**config.mk**
```make
export PLATFORM = sky130hd
export DESIGN_NAME = fpu_sequencer
export DESIGN_NICKNAME = d
export VERILOG_FILES = /design/src/rtl/fpu_pkg.sv /design/src/rtl/rr_arb2.sv /design/src/rtl/fpu_sequencer.sv
export SDC_FILE = /design/constraint.sdc
export NUM_CORES = 1
export LEC_CHECK = 0
export BUFFER_PORTS_ARGS = -buffer_cell sky130_fd_sc_hd__buf_2
export CAP_MARGIN = 15
export CORE_AREA = 2 2 134 136
export DETAILED_ROUTE_END_ITERATION = 8
export DIE_AREA = 0 0 136 138
export PLACE_DENSITY = 0.66
export SLEW_MARGIN = 20
export SYNTH_ARGS = -nofsm -noshare
export SYNTH_HDL_FRONTEND = slang
export SYNTH_SLANG_ARGS = --single-unit
```
**constraint.sdc**
```tcl
create_clock -name clk -period 3.2 [get_ports clk]
set_input_delay 0.16 -clock clk [delete_from_list [all_inputs] [get_ports clk]]
set_output_delay 0.16 -clock clk [all_outputs]
set_load 0.1 [all_outputs]
```
**src/rtl/fpu_pkg.sv**
```systemverilog
`default_nettype none
// ============================================================================
// Module      : fpu_pkg
// Description : Shared opcode, step-count and state definitions for the
//               FPU operation sequencer.
// Revision    : 1.0 - initial release
// ============================================================================
package fpu_pkg;

    localparam logic [1:0] OP_ADD = 2'b00;
    localparam logic [1:0] OP_SUB = 2'b01;
    localparam logic [1:0] OP_MUL = 2'b10;
    localparam logic [1:0] OP_DIV = 2'b11;

    localparam logic [5:0] LAST_CNT_ADD = 6'd20;
    localparam logic [5:0] LAST_CNT_MUL = 6'd55;
    localparam logic [5:0] LAST_CNT_DIV = 6'd63;

    typedef enum logic [1:0] {
        ST_IDLE    = 2'd0,
        ST_RUN     = 2'd1,
        ST_CAPTURE = 2'd2
    } state_t;

    function automatic logic [5:0] last_cnt(input logic [1:0] op);
        case (op)
            OP_MUL:  last_cnt = LAST_CNT_MUL;
            OP_DIV:  last_cnt = LAST_CNT_DIV;
            default: last_cnt = LAST_CNT_ADD;
        endcase
    endfunction

endpackage
`default_nettype wire

```
**src/rtl/rr_arb2.sv**
```systemverilog
`default_nettype none
// ============================================================================
// Module      : rr_arb2
// Description : Two-way round-robin selector; ties go to the side not served
//               last, a lone request wins outright.
// Revision    : 1.0 - initial release
// ============================================================================
module rr_arb2 (
    input  logic req0,
    input  logic req1,
    input  logic last,
    output logic gnt,
    output logic valid
);

    always_comb begin
        valid = req0 | req1;
        gnt   = (req0 & req1) ? ~last : req1;
    end

endmodule
`default_nettype wire

```
**src/rtl/fpu_sequencer.sv**
```systemverilog
`default_nettype none
// ============================================================================
// Module      : fpu_sequencer
// Description : Arbitrates two requesters, drives operands and a step counter
//               to the arithmetic units and captures the selected result.
// Revision    : 1.0 - initial release
// ============================================================================
module fpu_sequencer
    import fpu_pkg::*;
(
    input  logic        clk,
    input  logic        rst,
    input  logic        req0,
    input  logic        req1,
    input  logic [31:0] a0,
    input  logic [31:0] b0,
    input  logic [31:0] a1,
    input  logic [31:0] b1,
    input  logic [1:0]  op0,
    input  logic [1:0]  op1,
    output logic        gnt0,
    output logic        gnt1,
    output logic [31:0] unit_a,
    output logic [31:0] unit_b,
    output logic [5:0]  cnt,
    input  logic [31:0] add_result,
    input  logic        add_ovf,
    input  logic [31:0] mul_result,
    input  logic        mul_ovf,
    input  logic [31:0] div_result,
    input  logic        div_ovf,
    output logic        busy,
    output logic        done,
    output logic        done_id,
    output logic [31:0] result,
    output logic        overflow
);

    state_t      state_q, state_d;
    logic [5:0]  cnt_q, cnt_d;
    logic [31:0] a_q, a_d, b_q, b_d, result_q, result_d;
    logic [1:0]  op_q, op_d;
    logic        id_q, id_d, last_q, last_d;
    logic        gnt0_q, gnt0_d, gnt1_q, gnt1_d;
    logic        done_q, done_d, done_id_q, done_id_d, ovf_q, ovf_d;
    logic        w_arb_gnt, w_arb_valid;

    rr_arb2 u_arb (
        .req0  (req0),
        .req1  (req1),
        .last  (last_q),
        .gnt   (w_arb_gnt),
        .valid (w_arb_valid)
    );

    always_ff @(posedge clk or posedge rst) begin
        if (rst) begin
            state_q   <= ST_IDLE;
            cnt_q     <= 6'd0;
            a_q       <= 32'd0;
            b_q       <= 32'd0;
            op_q      <= OP_ADD;
            id_q      <= 1'b0;
            last_q    <= 1'b1;
            gnt0_q    <= 1'b0;
            gnt1_q    <= 1'b0;
            done_q    <= 1'b0;
            done_id_q <= 1'b0;
            result_q  <= 32'd0;
            ovf_q     <= 1'b0;
        end else begin
            state_q   <= state_d;
            cnt_q     <= cnt_d;
            a_q       <= a_d;
            b_q       <= b_d;
            op_q      <= op_d;
            id_q      <= id_d;
            last_q    <= last_d;
            gnt0_q    <= gnt0_d;
            gnt1_q    <= gnt1_d;
            done_q    <= done_d;
            done_id_q <= done_id_d;
            result_q  <= result_d;
            ovf_q     <= ovf_d;
        end
    end

    always_comb begin
        state_d   = state_q;
        cnt_d     = cnt_q;
        a_d       = a_q;
        b_d       = b_q;
        op_d      = op_q;
        id_d      = id_q;
        last_d    = last_q;
        gnt0_d    = 1'b0;
        gnt1_d    = 1'b0;
        done_d    = 1'b0;
        done_id_d = done_id_q;
        result_d  = result_q;
        ovf_d     = ovf_q;
        case (state_q)
            ST_IDLE: begin
                cnt_d = 6'd0;
                if (w_arb_valid) begin
                    a_d     = w_arb_gnt ? a1  : a0;
                    b_d     = w_arb_gnt ? b1  : b0;
                    op_d    = w_arb_gnt ? op1 : op0;
                    id_d    = w_arb_gnt;
                    last_d  = w_arb_gnt;
                    gnt0_d  = ~w_arb_gnt;
                    gnt1_d  = w_arb_gnt;
                    state_d = ST_RUN;
                end
            end
            ST_RUN: begin
                // Saturating compare keeps the 63-step divide from wrapping.
                if (cnt_q == last_cnt(op_q)) begin
                    state_d = ST_CAPTURE;
                end else begin
                    cnt_d = cnt_q + 6'd1;
                end
            end
            ST_CAPTURE: begin
                case (op_q)
                    OP_MUL: begin
                        result_d = mul_result;
                        ovf_d    = mul_ovf;
                    end
                    OP_DIV: begin
                        result_d = div_result;
                        ovf_d    = div_ovf;
                    end
                    default: begin
                        result_d = add_result;
                        ovf_d    = add_ovf;
                    end
                endcase
                done_d    = 1'b1;
                done_id_d = id_q;
                cnt_d     = 6'd0;
                state_d   = ST_IDLE;
            end
            default: state_d = ST_IDLE;
        endcase
    end

    always_comb begin
        unit_a   = a_q;
        unit_b   = (op_q == OP_SUB) ? {~b_q[31], b_q[30:0]} : b_q;
        cnt      = cnt_q;
        gnt0     = gnt0_q;
        gnt1     = gnt1_q;
        busy     = (state_q != ST_IDLE);
        done     = done_q;
        done_id  = done_id_q;
        result   = result_q;
        overflow = ovf_q;
    end

endmodule
`default_nettype wire
```
Yosys cells after proc, flatten, opt, wreduce, memory -nomap -nowiden
Cells that the tools add are included.

Input bits: 235. Flip-flop bits (word level): 113. Output and inout port bits: 108. Word-level logic and storage cells: 54.

Muxes and demuxes: 19. Reductions and logical operators: 7. Bitwise operators: 5. Equality and inequality tests: 9. Add/subtract/negate cells: 1.

Operators with widths (number): $mux 32 (3); $pmux 32 s2 (1); $pmux 6 s2 (2); $mux 6 (2); $add 6x1->6 const B (1); $eq 2x2->1 const B (3); $eq 6x6->1 (1); $mux 1 (6); $mux 2 (3); $reduce_and 2->1 (3); $eq 2x1->1 const B (2); $ne 2x2->1 const B (2); $pmux 2 s2 (1); $reduce_bool 2->1 (2); $not 1->1 (3); $logic_not 2->1 (1); $ne 2x1->1 const B (1); $pmux 1 s2 (1); $reduce_or 2->1 (1); $and 1x1->1 (1); $or 1x1->1 (1).

Longest topological paths before layout
Gate-level depths: netlist of the first run.

Word-level depth: 6. Depth in mapped cells: 7. Gate-level depth less buffers: 4.

Cells and area by module
From an unflattened synthesis of the first run, not the netlist that was laid out.

Cell total of the unflattened synthesis: 602. Area, all modules: 5713.0 um^2.

By module, submodules not included: fpu_sequencer (cells each 600, sequential area each 2829.0 um^2, times used 1, area each 5699.2 um^2); rr_arb2 (cells each 2, sequential area each 0.0 um^2, times used 1, area each 13.8 um^2).

Worst setup path after synthesis of the first run
No wires, ideal clock.

Path type: reg2out. Start point: register op_q[0]. End point: output port unit_b[31]. Arrival time: 2.459 ns. Data required time: 3.040 ns. Path slack: 0.581 ns. Stages on the path, launching flop included: 5. Cells stage by stage: dfrtp_1 -> buf_2 -> buf_2 -> nand2b_1 -> xnor2_1.

Cells in the longest elaborated chain, start to end: 2.

RTL lines: start: declaration (RTL line fpu_sequencer.sv:42) `logic [1:0] op_q, op_d;`; start signal: assignment (RTL line fpu_sequencer.sv:76) `op_q <= op_d;`; $eq 2x1->1 (RTL line fpu_sequencer.sv:150) `unit_b = (op_q == OP_SUB) ? {~b_q[31], b_q[30:0]} : b_q;`; $mux 32 (RTL line fpu_sequencer.sv:150); end: declaration (RTL line fpu_sequencer.sv:24) `output logic [31:0] unit_b,`.

Every way passes these cells.

Worst setup path after layout of the first run
Start point: register state_q[1]. End point: output port busy.

Cells in the longest elaborated chain, start to end: 1.

RTL lines: start: declaration (RTL line fpu_sequencer.sv:39) `state_t state_q, state_d;`; start signal: assignment (RTL line fpu_sequencer.sv:72) `state_q <= state_d;`; $reduce_bool 2->1 (RTL line fpu_sequencer.sv:154) `busy = (state_q != ST_IDLE);`; end: declaration (RTL line fpu_sequencer.sv:32) `output logic busy,`.

Every way passes these cells.

==> results of run 1 <==
-- how the worst max path moves through the flow --
stage	startpoint	endpoint	slack, ns
floorplan	rst	b_q[0]	0.05
global placement	req1	b_q[15]	1.10
detailed placement	state_q[1]	b_q[4]	1.24
CTS	state_q[1]	busy	1.18
global route	state_q[1]	state_q[0]	1.05
finish	state_q[1]	busy	1.23
-- final cells by class --
class / count / area [sq um] / share of cell area [%]
clock inverter: 14 / 177.7 / 2.135
timing repair buffer: 384 / 2152 / 25.86
clock buffer: 18 / 439.2 / 5.277
tap: 229 / 286.5 / 3.443
multi-input combinational: 376 / 2410 / 28.96
sequential: 113 / 2831 / 34.03
inverter: 6 / 25.02 / 0.3007
-- metrics by stage --
step           utilization [%]  hold WS [ns]
2_1_floorplan                -        0.3049
3_3_place_gp             41.96        0.3121
3_5_place_dp             42.12        0.3232
4_1_cts                  47.46       0.01862
5_1_grt                  47.46       0.04147
6_report                 47.46       0.03495
-- kinds of logic (layout without fill, tap and decap cells) --
family          after synthesis  after routing  share of synthesized area [%]
compound gates              153            153                          17.05
xor+xnor                      1              1                         0.1546
fa+ha+maj                     1              1                         0.2208
buf+inv                      81            422                          8.017
flops                       113            113                          49.93
mux                          69             69                          12.21
simple gates                152            152                          12.41
-- sequential cells by signal (all words and copies together) (netlist names) --
name	count
cnt	6
done	1
op_q	2
gnt0	1
result	32
id_q	1
done_id	1
unit_a	32
state_q	2
gnt1	1
overflow	1
last_q	1
b_q	32
-- where the power goes --
group	total (W)	internal, W	switching (W)
sequential	0.00229	0.00193	0.000361
combinational	0.00555	0.00106	0.00450
clock	0.00195	0.00126	0.000691
total	0.00979	0.00424	0.00555
-- timing repair --
| action | in CTS | in global routing |
|---|---|---|
| gates resized for setup | 0 | 0 |
| hold buffers | 32 | 0 |
| hold endpoints to repair | 81 | 0 |
-- cells in the mapped netlist, drive strengths merged --
master | n | share of area [%]
o311a | 1 | 0.18
nand2b | 1 | 0.11
nand4 | 2 | 0.22
and3 | 32 | 3.5
a221o | 31 | 5.5
a21o | 2 | 0.26
o31ai | 3 | 0.40
inv | 6 | 0.40
a21boi | 1 | 0.13
dfrtp | 112 | 49
and4 | 1 | 0.20
o21bai | 1 | 0.13
o21a | 1 | 0.13
or4 | 2 | 0.26
o311ai | 1 | 0.15
nor3 | 1 | 0.088
o21ai | 105 | 9.3
xnor2 | 1 | 0.15
and2 | 2 | 0.22
mux2i | 68 | 12
ha | 1 | 0.22
nor2 | 3 | 0.33
clkbuf | 24 | 1.6
o2111ai | 1 | 0.15
a21bo | 1 | 0.18
nor4 | 1 | 0.22
o2111a | 1 | 0.22
nand3 | 3 | 0.26
a21oi | 4 | 0.35
buf | 51 | 6.0
mux2 | 1 | 0.20
nand2 | 103 | 6.8
nand3b | 1 | 0.13
dfstp | 1 | 0.46
-- per-layer routing --
metal,up-vias,wire (um)
li1,2669,-
met1,2354,6725
met2,237,8614
met3,23,1412
met4,0,336
met5,-,0
-- critical path, cell delays in order (launching register included) --
cell     delay, ns
dfrtp_1       0.49
nor2_4        0.22
buf_4         0.31
inv_1         0.06
buf_2         0.29
==> metrics.yaml, run 1 <==
cellLeakagePower_nw: 4.448
ys_seq_area_share_pct: 49.93
layout_common_cells: "buf_2, dfrtp_1, o21ai_0, nand2_1, mux2i_1"
synth_seq_cells: 113
clock_latency_ns: 0.41
slew_violations: 0
grtUsageMet2_pct: 31.68
holdPathEnd: "b_q[3]"
finalSetupViolCount: 0
status: "finished, final reports clean"
synth_nets: 806
postRouteAntennaNets: 0
power.total_w: 0.009788
powerDensity_mw_per_mm2: 1176
cts.path.max_buffers: 2
ioPinCount: 343
cp.arrival_ns: 1.81
use_met1_pct: 20.49
routabilityCongestion: 0.7531
diodes: 0
required_ns: 3.04
drive_gt1_share_pct: 43.69
max_freq_ghz: 0.5071
antenna_found_initial: 0
crit_path_start_kind: "register"
dp.cells: 1076
first_pass_iters: 4
rows: 49
reg2regPathDepth: 5
pre_cts_ws_ns: 1.242
syn_area_sq_mm: 0.005665
synth_cell_types: 39
worstHoldStart: "b0[3]"
endpoint_kind: "output port"
wl_per_cell_um: 14.99
final_area_sq_mm: 0.008322
area_delta_synth_final_pct: 46.89
dp_hpwl_mm: 12.57
r2r-end: "b_q[4]"
ys_warn_count: 0
grt_pass1_wl_mm: 25.77
root_buffer: "clkbuf_16"
cts_setup_buffers: 0
numCtsBuffers: 17
syn_area_per_cell_sq_um: 9.939
worst-path-max-fanout: 33
grt_busiest_layer: "met2"
min_path_cells: 3
grt-ovfl-total: 0
dr.first_iter.drc_count: 214
final-hold-violation-count: 0
reg2reg_slack_ns: 1.26
fin_crit_sh_pct: 61.63
max_slew.worst_pin.slew_ns: 0.7949
track_usage_pct: 17.87
clk_pin_slew_worst_paths_ns: 0.05
hold_path_class: "in2reg"
die_h_um: 138
setup_ws_ns: 1.228
drt_wl_total_mm: 17.09
rsz0062_at_grt: "false"
crit_type: "reg2out"
drc_errors: 0
grt_max_degree: 68
syn_inst: 570
ir_drop_v: 0.0007009
via_per_inst: 4.634
layout_commonest_cell: "buf_2"
clock_skew_ns: 0.007910
drv_cap: 0
die-area_sq_mm: 0.01877
nets: 1134
layout_min_cycle_time_ns: 1.972
tritoncts: "yes"
post_dp_cell_area_sq_mm: 0.007385
r2r_start: "state_q[1]"
cts_num_sinks: 113
grt_pass1_vias: 4982
die_width_um: 136
initial_core_util_pct: 32.31
gr-usage-met3_pct: 4.547
htree_levels: 4
finalSetupTns_ns: 0
portBuffers: 342
fin_cells: 1140
fillers: 1680
num_vias: 5283
design.core.area_sq_mm: 0.01753
relSlewSlack_pct: 46.87
Note: power is estimated with default switching activity, not from simulation.
==> inputs of run 2 (changes only) <==
ABC_AREA = 1   (was unset)
clock period = 1.65 ns   (was 3.2 ns; I/O delays follow)
==> metrics.yaml, run 2 <==
max_freq_ghz: 0.6452
portBuffers: 342
numCtsBuffers: 17
relSlewSlack_pct: 62.56
drt_wl_total_mm: 26.12
status: "finished, final reports clean"
design.core.area_sq_mm: 0.01753
grt_max_degree: 35
synth_seq_cells: 113
rows: 49
final-hold-violation-count: 0
track_usage_pct: 27.16
dp_hpwl_mm: 14.55
area_delta_synth_final_pct: 82.02
final_area_sq_mm: 0.01044
synth_top_area_share_pct: 48.89
cts_setup_buffers: 0
cts.path.max_buffers: 2
ys_warn_count: 0
num_vias: 7284
ioPinCount: 343
wl_per_cell_um: 17.72
fin_crit_sh_pct: 93.94
post_dp_cell_area_sq_mm: 0.007565
crit_path_cell_trace: "inv_2, nand2_1, xor2_2, buf_12"
cellLeakagePower_nw: 5.423
dr.first_iter.drc_count: 422
layout_commonest_cell: "buf_2"
worst-path-max-fanout: 5
layout_min_cycle_time_ns: 1.550
antenna_found_initial: 3
crit_path_max_incr_delay_ns: 0.43
root_buffer: "clkbuf_16"
rsz0062_at_grt: "false"
clk_pin_slew_worst_paths_ns: 0.06
routabilityCongestion: 0.8271
synthTopCellsByCount: "nand2_1, dfrtp_1, nor2_1, nand3_1, o21ai_2"
via_per_inst: 4.942
postRouteAntennaNets: 0
first_pass_iters: 5
die_h_um: 138
crit_type: "reg2out"
crit_path_start_kind: "register"
fillers: 1355
required_ns: 1.57
finalSetupViolCount: 0
ir_drop_v: 0.0006495
synth_cell_types: 30
max_slew.worst_pin.slew_ns: 0.5654
drv_cap: 0
syn_area_per_cell_sq_um: 8.321
dominantRegCellSynth: "dfrtp_1"
nets: 1465
synthTopCellsByArea: "dfrtp_1, nand2_1, o21ai_2"
drive_gt1_share_pct: 37.04
power.total_w: 0.007968
cp.arrival_ns: 1.47
die_width_um: 136
drc_errors: 0
layout_common_cells: "buf_2, dlygate4sd3_1, nand2_1, dfrtp_1, nor2_1"
cts_num_sinks: 113
htree_levels: 4
ys_seq_area_share_pct: 49.35
die-area_sq_mm: 0.01877
syn_inst: 689
grt_pass1_vias: 7574
slew_violations: 0
hold_ws_ns: 0.007925
grt_pass1_wl_mm: 39.55
grt-ovfl-total: 0
synth_area_leader_cell: "dfrtp_1"
cpMaxStageDelayCell: "dfrtp_1"
clock_latency_ns: 0.41
hold_path_class: "in2reg"
tritoncts: "yes"
pre_cts_ws_ns: 0.01199
initial_core_util_pct: 32.70
endpoint_kind: "output port"
setup_ws_ns: 0.1000
powerDensity_mw_per_mm2: 763.6
synth_most_common_cell: "nand2_1"
clock_skew_ns: 0.007092
syn_area_sq_mm: 0.005733
synth_edf_count: 0
async_reset_ff_share_pct: 100.0
synth_nets: 925
## run 2: cell families (layout without fill, tap and decap cells)
logic type,after synthesis,after routing,share of synthesized area (%)
compound gates,139,139,15.71
xor+xnor,3,3,0.4584
fa+ha+maj,1,1,0.2182
buf+inv,88,640,9.559
flops,113,113,49.35
other cells,0,3,0
simple gates,345,346,24.71
## run 2: worst paths after layout
path / depth (start not counted) / from / slack [ns] / end
max: 4 / op_q[1] / 0.10 / unit_b[31]
max reg2reg: 7 / last_q / 0.11 / b_q[27]
min: 3 / b0[25] / 0.008 / b_q[25]
min reg2reg: 2 / last_q / 0.47 / last_q
max in group asynchronous: 4 / rst / 0.89 / result[29]
min in group asynchronous: 4 / rst / 0.29 / b_q[0]
## run 2: worst max-delay path, delay by kind of cell (launching register included)
kind                      cells  cell delay [ns]
DFF                           1             0.43
buffers and inverters         2             0.34
and+or+nand+nor               1             0.10
xor gates and xnor gates      1             0.19
## run 2: layer usage
metal,track usage (%),vias up,wire length (um)
met1,29.69,3360,9497
met3,10.19,107,2726
met5,0,-,0
met2,44.96,495,12520
met4,15.35,0,1377
li1,-,3322,-
## run 2: final cells by class
| type | instances | area (sq um) | share of cell area (%) |
|---|---|---|---|
| timing repair buffer | 590 | 4237 | 40.60 |
| sequential | 113 | 2836 | 27.18 |
| multi-input combinational | 489 | 2375 | 22.76 |
| clock buffer | 23 | 488.0 | 4.676 |
| tap | 229 | 286.5 | 2.746 |
| clock inverter | 9 | 128.9 | 1.235 |
| inverter | 18 | 76.32 | 0.7314 |
| antenna | 3 | 7.507 | 0.07194 |
## run 2: timing repair
item | 4_1_cts | 5_1_grt
pin swaps | 1 | 1
endpoints found under the hold margin | 212 | 0
hold buffers | 223 | 0
setup endpoints to repair | 1 | 34
cloned | 0 | 1
resized for setup | 0 | 3
## run 2: report_power, final
| group | total, W | internal (W) | switching, W | leakage [nW] |
|---|---|---|---|---|
| Sequential | 0.00284 | 0.00281 | 0.0000242 | 1.50 |
| Combinational | 0.00130 | 0.000624 | 0.000681 | 3.62 |
| Clock | 0.00382 | 0.00253 | 0.00129 | 0.299 |
## run 2: metrics by stage
stage | std cells | TNS (ns) | utilization, %
global placement | 1215 | 0 | 43.14
finish | 1474 | 0 | 59.51
CTS | 1470 | 0 | 59.39
global route | 1472 | 0 | 59.48
detailed placement | 1215 | 0 | 43.14
floorplan | 689 | -1.086 | -
